--- src/rtl/instr_sequencer.sv ---
`default_nettype none
// instr_sequencer: single-steps or auto-runs through a small program memory, holding
// one instruction word for a coprocessor until it signals completion or times out.
module instr_sequencer #(
  parameter int DEPTH   = 32,
  parameter int LAST    = 29,
  parameter int TIMEOUT = 1024
) (
  input  logic        clk,
  input  logic        rst,
  input  logic        step,
  input  logic        run,
  input  logic        load_en,
  input  logic [4:0]  load_addr,
  input  logic [21:0] load_data,
  input  logic        cop_done,
  output logic [21:0] instr,
  output logic        instr_valid,
  output logic [4:0]  pc,
  output logic        busy,
  output logic        err
);

  localparam logic [1:0] IDLE  = 2'd0;
  localparam logic [1:0] ISSUE = 2'd1;
  localparam logic [1:0] WAIT  = 2'd2;
  localparam int         CW    = $clog2(TIMEOUT + 1);

  logic [1:0]    state;
  logic [1:0]    state_next;
  logic          step_q;
  logic          run_stop;
  logic [CW-1:0] wait_cnt;
  logic [21:0]   mem [DEPTH];
  logic          step_edge;
  logic          start;
  logic          timeout_hit;
  logic          at_last;

  assign step_edge   = step & ~step_q;
  assign start       = step_edge | (run & ~run_stop);
  assign timeout_hit = (wait_cnt == CW'(TIMEOUT - 1));
  assign at_last     = (pc == 5'(LAST));

  always_ff @(posedge clk) begin
    if (rst) state <= IDLE;
    else     state <= state_next;
  end

  always_comb begin
    state_next = state;
    case (state)
      IDLE:    if (start) state_next = ISSUE;
      ISSUE:   state_next = WAIT;
      WAIT:    if (cop_done || timeout_hit) state_next = IDLE;
      default: state_next = IDLE;
    endcase
  end

  always_comb begin
    busy = (state == ISSUE) || (state == WAIT);
  end

  always_ff @(posedge clk) begin
    if (rst) begin
      step_q      <= 1'b1;  // a step held through reset must not look like an edge
      instr       <= '0;
      instr_valid <= 1'b0;
      pc          <= '0;
      err         <= 1'b0;
      wait_cnt    <= '0;
      run_stop    <= 1'b0;
    end else begin
      step_q      <= step;
      instr_valid <= (state == ISSUE);
      if (!run) run_stop <= 1'b0;
      if (state == ISSUE) begin
        instr <= mem[pc];
        pc    <= at_last ? 5'd0 : pc + 5'd1;
        if (at_last && run) run_stop <= 1'b1;
      end
      if (state == WAIT && !cop_done) begin
        if (timeout_hit) begin
          err      <= 1'b1;
          wait_cnt <= '0;
        end else begin
          wait_cnt <= wait_cnt + 1'b1;
        end
      end else begin
        wait_cnt <= '0;
      end
    end
  end

  // Program memory keeps its contents across reset.
  always_ff @(posedge clk) begin
    if (state == IDLE && load_en && load_addr <= 5'(LAST))
      mem[load_addr] <= load_data;
  end

endmodule
`default_nettype wire

--- config.mk ---
export PLATFORM = sky130hd
export DESIGN_NAME = instr_sequencer
export DESIGN_NICKNAME = d
export VERILOG_FILES = /design/src/rtl/instr_sequencer.sv
export SDC_FILE = /design/constraint.sdc
export NUM_CORES = 1
export LEC_CHECK = 0
export ABC_AREA = 1
export CORE_UTILIZATION = 60
export CTS_CLUSTER_DIAMETER = 80
export DETAILED_ROUTE_END_ITERATION = 16
export PLACE_DENSITY_LB_ADDON = 0.08
export REMOVE_ABC_BUFFERS = 1
export SLEW_MARGIN = 20
export SYNTH_ARGS = -nofsm -noshare
export SYNTH_HDL_FRONTEND = slang
export SYNTH_SLANG_ARGS = --single-unit
export TNS_END_PERCENT = 1
--- constraint.sdc ---
create_clock -name clk -period 5.7 [get_ports clk]
set_clock_uncertainty 0.05 [all_clocks]
set_input_delay 1.14 -clock clk [delete_from_list [all_inputs] [get_ports clk]]
set_output_delay 1.14 -clock clk [all_outputs]
set_load 0.01 [all_outputs]
# --- Word level (Yosys, flattened, before mapping) ---
# Memories as Yosys holds them, arrays and structs flattened. A register that Yosys moved wholly into a read port is not among the register bits.
# Index checks and enable logic that the tools add are counted.
word_totals:
  reg_bits: 22
  latch_bits: 0
  mem_bits_rw: 704
  rom_bits: 0
  inputBits: 33
  output_inout_bits: 30
  word_cells: 43
  memories: 1
mem_list:
  columns: ["name", "depth", "width", "rd", "rd_clocked_by_memory_dff", "write_ports", "line_no", "source"]
  rows:
  - ["mem", 32, 22, 1, 1, 1, "34", "logic [21:0] mem [DEPTH];"]
op_classes:
  add_sub_neg: 2
  mul: 0
  div: 0
  magnitude_cmp: 1
  eq_ne: 6
  n_shift: 0
  n_mux: 9
  bitwise_logic: 6
  n_reduce_logical: 11
op_table:
  columns: ["op", "n"]
  rows:
  - ["11-bit by 1-bit adder with 11-bit output, second input constant", 1]
  - ["11-bit by 10-bit == test with 1-bit output, second input constant", 1]
  - ["2-bit one-hot mux with 3 select lines", 1]
  - ["5-bit by 1-bit adder with 5-bit output, second input constant", 1]
  - ["5-bit == test, second input constant", 1]
  - ["5-bit less-or-equal comparator, second input constant", 1]
  - ["1-bit 2-to-1 mux", 5]
  - ["5-bit 2-to-1 mux", 1]
  - ["1-bit logical AND", 4]
  - ["2-bit 2-to-1 mux", 2]
  - ["2-bit inequality test, second input constant", 2]
  - ["2-bit AND reduction", 2]
  - ["1-bit NOT", 3]
  - ["3-bit OR reduction", 1]
  - ["1-bit bitwise AND", 2]
  - ["2-bit by 1-bit == test with 1-bit output, second input constant", 1]
  - ["2-bit == test, second input constant", 1]
  - ["2-bit logical NOT", 1]
  - ["1-bit logical OR", 2]
  - ["1-bit logical NOT", 1]
  - ["1-bit bitwise OR", 1]

# --- Longest topological paths before layout ---
# Gate-level depths: netlist of the first run.
logic_depth:
  word_depth: 5
  depth_mapped: 12
  depth_no_buf: 10

# --- Least setup slack after synthesis of the first run ---
# Ideal clock, no wire load.
synth_timing:
  kind: "input-to-reg"
  startpoint: "in load_addr[4]"
  endpoint: "mem mem[10][0], enable pin"
  setup_time_ns: 0.401
  t_arrival_ns: 2.570
  required_time_ns: 5.249
  slack_ns: 2.680
  stages: 5
  n_path_buf: 0
  path_cell_list: "nand2_1 > inv_1 > a31oi_1 > nand3_1 > nor2_1"
synth_via:
  elab_chain_len: 4
synth_lines:
  columns: ["element", "line_no", "source"]
  rows:
  - ["start: declaration", "14", "input logic [4:0] load_addr,"]
  - ["5-bit less-or-equal comparator", "97", "if (state == IDLE && load_en && load_addr <= 5'(LAST))"]
  - ["1-bit logical AND", "97", null]
  - ["1-bit 2-to-1 mux", "97", null]
  - ["1-bit 2-to-1 mux (not written as such)", "98", "mem[load_addr] <= load_data;"]
  - ["end: declaration", "34", null]
# Several ways; a longest one is shown, not always the timed one.

# --- Worst setup path in the final report of the first run ---
layout_timing:
  startpoint: "in load_addr[4]"
  endpoint: "mem mem[15][18], enable pin"
# The elaborated chain is that of the path after synthesis.

==> results of run 1 <==
[per-layer routing]
| metal | global-route usage | up-vias | routed length [µm] |
|---|---|---|---|
| met5 | 0 | - | 0 |
| met1 | 0.429 | 10100 | 32700 |
| li1 | - | 9777 | - |
| met3 | 0.0420 | 165 | 6780 |
| met2 | 0.490 | 990 | 37000 |
| met4 | 0.133 | 0 | 3110 |
[sequential cells by signal, summed over array words and instances, names as in the netlist]
name / count
instr_valid: 1
pc: 5
step_q: 1
instr: 22
run_stop: 1
wait_cnt: 11
state: 2
mem: 704
err: 1
[layout by cell type, fill, tap and decap left out, drive strengths merged, types with 2 or more instances in the layout]
master         Yosys  final
a21oi             68     68
a31oi              2      2
buf              120     69
bufinv             0      6
clkbuf            31    101
clkdlybuf4s50      0     48
clkinv             1     28
clkinvlp           0      2
conb               1     44
dfxtp             44     44
edfxtp           704    704
ha                 6      6
inv              307    309
nand2            969    969
nand3            432    432
nand3b             2      2
nor2             186    186
nor3b              4      4
o21ai             25     25
xor2               6      6
[metrics by stage]
step	cell area [µm²]	std cells
finish	34900	3741
global route	34900	3741
CTS	35000	3741
detailed placement	32500	3603
global placement	32600	3603
floorplan	30500	2806
[path summary, 6_finish.rpt]
| check | start | end | depth (start not counted) | slack [ns] |
|---|---|---|---|---|
| worst max register to register | state[0] | mem[15][18] | 7 | 2.72 |
| worst max-delay path | load_addr[4] | mem[15][18] | 7 | 2.33 |
| worst min-delay path | wait_cnt[10] | wait_cnt[10] | 2 | 0.40 |
| worst min register to register | wait_cnt[10] | wait_cnt[10] | 2 | 0.40 |
[area by class of cell]
| cell class | instances | share of cell area |
|---|---|---|
| clock inverter | 37 | 0.00931 |
| timing repair buffer | 117 | 0.0286 |
| sequential | 748 | 0.630 |
| clock buffer | 101 | 0.0605 |
| tap | 680 | 0.0243 |
| multi-input combinational | 1750 | 0.213 |
| inverter | 308 | 0.0334 |
[cells in the mapped netlist, drive strengths merged]
cell	n	area share
nand2	969	0.12
edfxtp	704	0.68
nand3	432	0.069
inv	307	0.037
nor2	186	0.022
buf	120	0.024
a21oi	68	0.011
dfxtp	44	0.028
clkbuf	31	0.0037
o21ai	25	0.0040
ha	6	0.0024
xor2	6	0.0017
nor3b	4	0.00096
a31oi	2	0.00040
nand3b	2	0.00048
a211oi	1	0.00024
a31o	1	0.00028
clkinv	1	0.00012
conb	1	0.00012
nand4	1	0.00020
nor3	1	0.00016
o221ai	1	0.00028
xnor2	1	0.00028
[tightest hold or removal path: cells and delay by family, from the launching register on]
| family | cells | cell delay (ns) |
|---|---|---|
| AOI/OAI and AO/OA | 1 | 0.07 |
| DFF | 1 | 0.30 |
| and+or+nand+nor | 1 | 0.04 |
[cell families (layout without fill, tap and decap cells)]
logic type | count (synthesis) | after routing | synth area share
other cells | 1 | 44 | 0.000120
buf+inv | 459 | 563 | 0.0646
compound gates | 98 | 98 | 0.0161
xor+xnor | 7 | 7 | 0.00196
simple gates | 1595 | 1595 | 0.210
flops | 748 | 748 | 0.705
fa+ha+maj | 6 | 6 | 0.00240
[power by group]
group	total [W]	switching [W]	leakage, nW	internal (W)
clock	0.00490	0.00202	1.20	0.00287
sequential	0.00618	0.0000714	6.73	0.00611
combinational	0.00163	0.00118	5.87	0.000455
==> results.json, run 1 <==
{
  "status": "completed",
  "routedWlPerCell_um": 21.3,
  "firstDrtPassIters": 6,
  "whs_ns": 0.402,
  "cts_hold_buf": 0,
  "cts.sinks": 748,
  "post_cts_resized": 0,
  "ir_drop_mv": 0.261,
  "grt_pass1_wl_mm": 121,
  "finalHoldViolations": 0,
  "crit_family": "simple AND/OR/NAND/NOR gates",
  "die_h_um": 230,
  "critPathSlowestCell": "nor2_2",
  "max_freq_mhz": 297,
  "worst-setup-path-type": "primary input to register",
  "core-area_mm2": 0.0514,
  "rsz0062_at_grt": "no",
  "slew_viol_final": 0,
  "die_w_um": 230,
  "ioPinCount": 63,
  "postCtsSetupRepairBufs": 0,
  "clkLatencyLatePin_ns": 0.61,
  "regArea_mm2": 0.0220,
  "p_leak_nw": 13.8,
  "fin_crit_ns": 3.37,
  "ys_types": 28,
  "vias_per_cell": 5.62,
  "dp_slack_ns": 1.73,
  "grt_usage": 0.308,
  "fillers": 3795,
  "power.density_mw_per_mm2": 364,
  "diodes": 0,
  "tns_ns": 0,
  "cp-start-kind": "primary input",
  "dieArea_mm2": 0.0530,
  "netlist_area_mm2": 0.0312,
  "route.detailed.drc": 0,
  "cp-end-kind": "register",
  "ctsLongestPathBuffers": 3,
  "min_path_type": "register to register",
  "drt-initial-drc-count": 2327,
  "gp_congestion": 0.841,
  "dp_hpwl_mm": 42.5,
  "multi_input_area_mm2": 0.00746,
  "max_stage_delay_ns": 0.75,
  "rows": 83,
  "postRouteAntennaNets": 0,
  "grt_pass1_vias": 20200,
  "cts_tree": "done",
  "critPathMaxFanout": 13,
  "synthCells": 2914,
  "period_share": 0.592,
  "nets": 3040,
  "worstPathRequired_ns": 5.94,
  "arrival_ns": 3.61,
  "syn_to_final_growth_pct": 11.9,
  "grt_max_degree": 197,
  "crit_chain": "clkdlybuf4s50_1, nand2_1, inv_1, a31oi_1, nand3_1, nor2_2, buf_4",
  "worstMarginPinSlew_ns": 1.09,
  "fin_util": 0.680,
  "cap_violations": 0,
  "ys_ff_latch": 748,
  "overflow": 0,
  "antenna_found_initial": 0,
  "start_util": 0.608,
  "num_vias": 21000,
  "ys_seq_area_frac": 0.705,
  "io_buffers": 62,
  "clk_pin_slew_worst_paths_ns": 0.06,
  "totalWireLength_mm": 79.6,
  "yosysWarningCount": 0,
  "cts_root_buf": "clkbuf_16",
  "critical_path_buf_inv_count": 3,
  "drive_gt1_frac": 0.0706,
  "cts_buffers": 76,
  "htreeDepth": 3,
  "total_power_w": 0.0127,
  "relSlewSlack": 0.276,
  "finalSetupViolCount": 0,
  "finalWorstSetupSlack_ns": 2.33,
  "syn_area_per_cell_um2": 10.7
}
(Power assumes the default switching activity.)
==> inputs of run 2 (changes only) <==
CORE_UTILIZATION = 56   (was 60)
clock period = 2.9 ns   (was 5.7 ns; I/O delays follow)
==> run 2 against run 1 <==
Against the previous run:
- cell area grew 2.8%
- hold slack lost 0.15 ns
- largest cell class unchanged
- register-to-register slack got worse by 2.1 ns
==> results.json, run 2 (synthesis results as in run 1) <==
{
  "status": "completed",
  "vias_per_cell": 5.42,
  "dieArea_mm2": 0.0567,
  "rsz0062_at_grt": "no",
  "routedWlPerCell_um": 20.3,
  "dp.cells": 3724,
  "clkLatencyLatePin_ns": 0.61,
  "io_buffers": 62,
  "gp_congestion": 0.836,
  "drt-initial-drc-count": 2053,
  "largest_reg_flops": 704,
  "grt_pass1_vias": 20500,
  "p_leak_nw": 14.2,
  "postCtsSetupRepairBufs": 0,
  "grt_usage": 0.284,
  "crit_chain": "buf_12, clkdlybuf4s50_1",
  "multi_input_area_mm2": 0.00744,
  "htreeDepth": 3,
  "max_freq_mhz": 382,
  "power.density_mw_per_mm2": 714,
  "fin_crit_ns": 2.62,
  "stdcell_count": 3865,
  "arrival_ns": 1.99,
  "cp-start-kind": "register",
  "cp-end-kind": "primary output",
  "max_stage_delay_ns": 0.61,
  "final_area_mm2": 0.0359,
  "rows": 86,
  "period_share": 0.902,
  "postRouteAntennaNets": 0,
  "cts_buffers": 77,
  "cts.sinks": 748,
  "finalHoldViolations": 0,
  "syn_to_final_growth_pct": 15.0,
  "nets": 3094,
  "min_path_type": "primary input to register",
  "postPlaceCellArea_mm2": 0.0334,
  "clk_pin_slew_worst_paths_ns": 0.06,
  "ir_drop_mv": 0.623,
  "firstDrtPassIters": 6,
  "ctsLongestPathBuffers": 3,
  "worst-setup-path-type": "register to primary output",
  "ioPinCount": 63,
  "fillers": 4240,
  "cts_hold_buf": 0,
  "critPathMaxFanout": 60,
  "cap_violations": 0,
  "route.detailed.drc": 0,
  "core-area_mm2": 0.0551,
  "grt_max_degree": 121,
  "overflow": 0,
  "grt_pass1_wl_mm": 120,
  "crit_family": "buffers and inverters",
  "start_util": 0.567,
  "finalSetupViolCount": 0,
  "die_h_um": 238,
  "drive_gt1_frac": 0.0860,
  "regArea_mm2": 0.0220,
  "largest-register": "mem",
  "post_cts_resized": 0,
  "cts_root_buf": "clkbuf_16",
  "critical_path_buf_inv_count": 2,
  "die_w_um": 238,
  "worstMarginPinSlew_ns": 0.823,
  "final_cell_mix": "nand2_1 (968), edfxtp_1 (704), nand3_1 (432)",
  "critPathSlowestCell": "clkdlybuf4s50_1",
  "final_common_cell": "nand2_1",
  "antenna_found_initial": 0,
  "totalWireLength_mm": 78.3,
  "cts_tree": "done",
  "total_power_w": 0.0256,
  "dp_hpwl_mm": 47.1,
  "top_regs": "mem: 704 flops, instr: 22 flops, wait_cnt: 11 flops",
  "slew_viol_final": 0,
  "worstPathRequired_ns": 2.27,
  "relSlewSlack": 0.452,
  "diodes": 0,
  "num_vias": 21000
}
-- run 2: per-stage QoR --
stage / setup TNS [ns] / setup WS (ns) / hold WS (ns) / utilization
finish: 0 / 0.283 / 0.251 / 0.652
floorplan: -228.81 / -8.91 / 0.368 / -
detailed placement: 0 / 0.265 / 0.406 / 0.605
global placement: 0 / 0.310 / 0.384 / 0.605
global route: 0 / 0.257 / 0.298 / 0.652
CTS: 0 / 0.274 / 0.258 / 0.652
-- run 2: worst paths after layout --
| path | start | endpoint | slack (ns) | depth (start not counted) |
|---|---|---|---|---|
| setup / recovery | pc[1] | pc[1] | 0.28 | 2 |
| hold / removal | rst | step_q | 0.25 | 3 |
| setup reg to reg | pc[0] | instr[17] | 0.66 | 10 |
| hold reg to reg | wait_cnt[0] | wait_cnt[0] | 0.41 | 1 |
-- run 2: power breakdown --
group / internal (W) / switching, W
Combinational: 0.00103 / 0.00247
Sequential: 0.0120 / 0.0000873
Clock: 0.00603 / 0.00403
-- run 2: worst min-delay path: cells and delay by family --
kind                   cells  cell delay [ns]
buffers and inverters      2             0.22
and+or+nand+nor            1             0.07
-- run 2: cell type report --
type | count | share of cell area
clock buffer | 91 | 0.0583
clock inverter | 50 | 0.0135
inverter | 308 | 0.0325
multi-input combinational | 1750 | 0.207
sequential | 748 | 0.613
tap | 748 | 0.0260
timing repair buffer | 170 | 0.0497
-- run 2: metal layers --
metal,track usage,share of wire
met1,0.398,0.42
met2,0.455,0.48
met3,0.0335,0.064
met4,0.117,0.033
met5,0,0
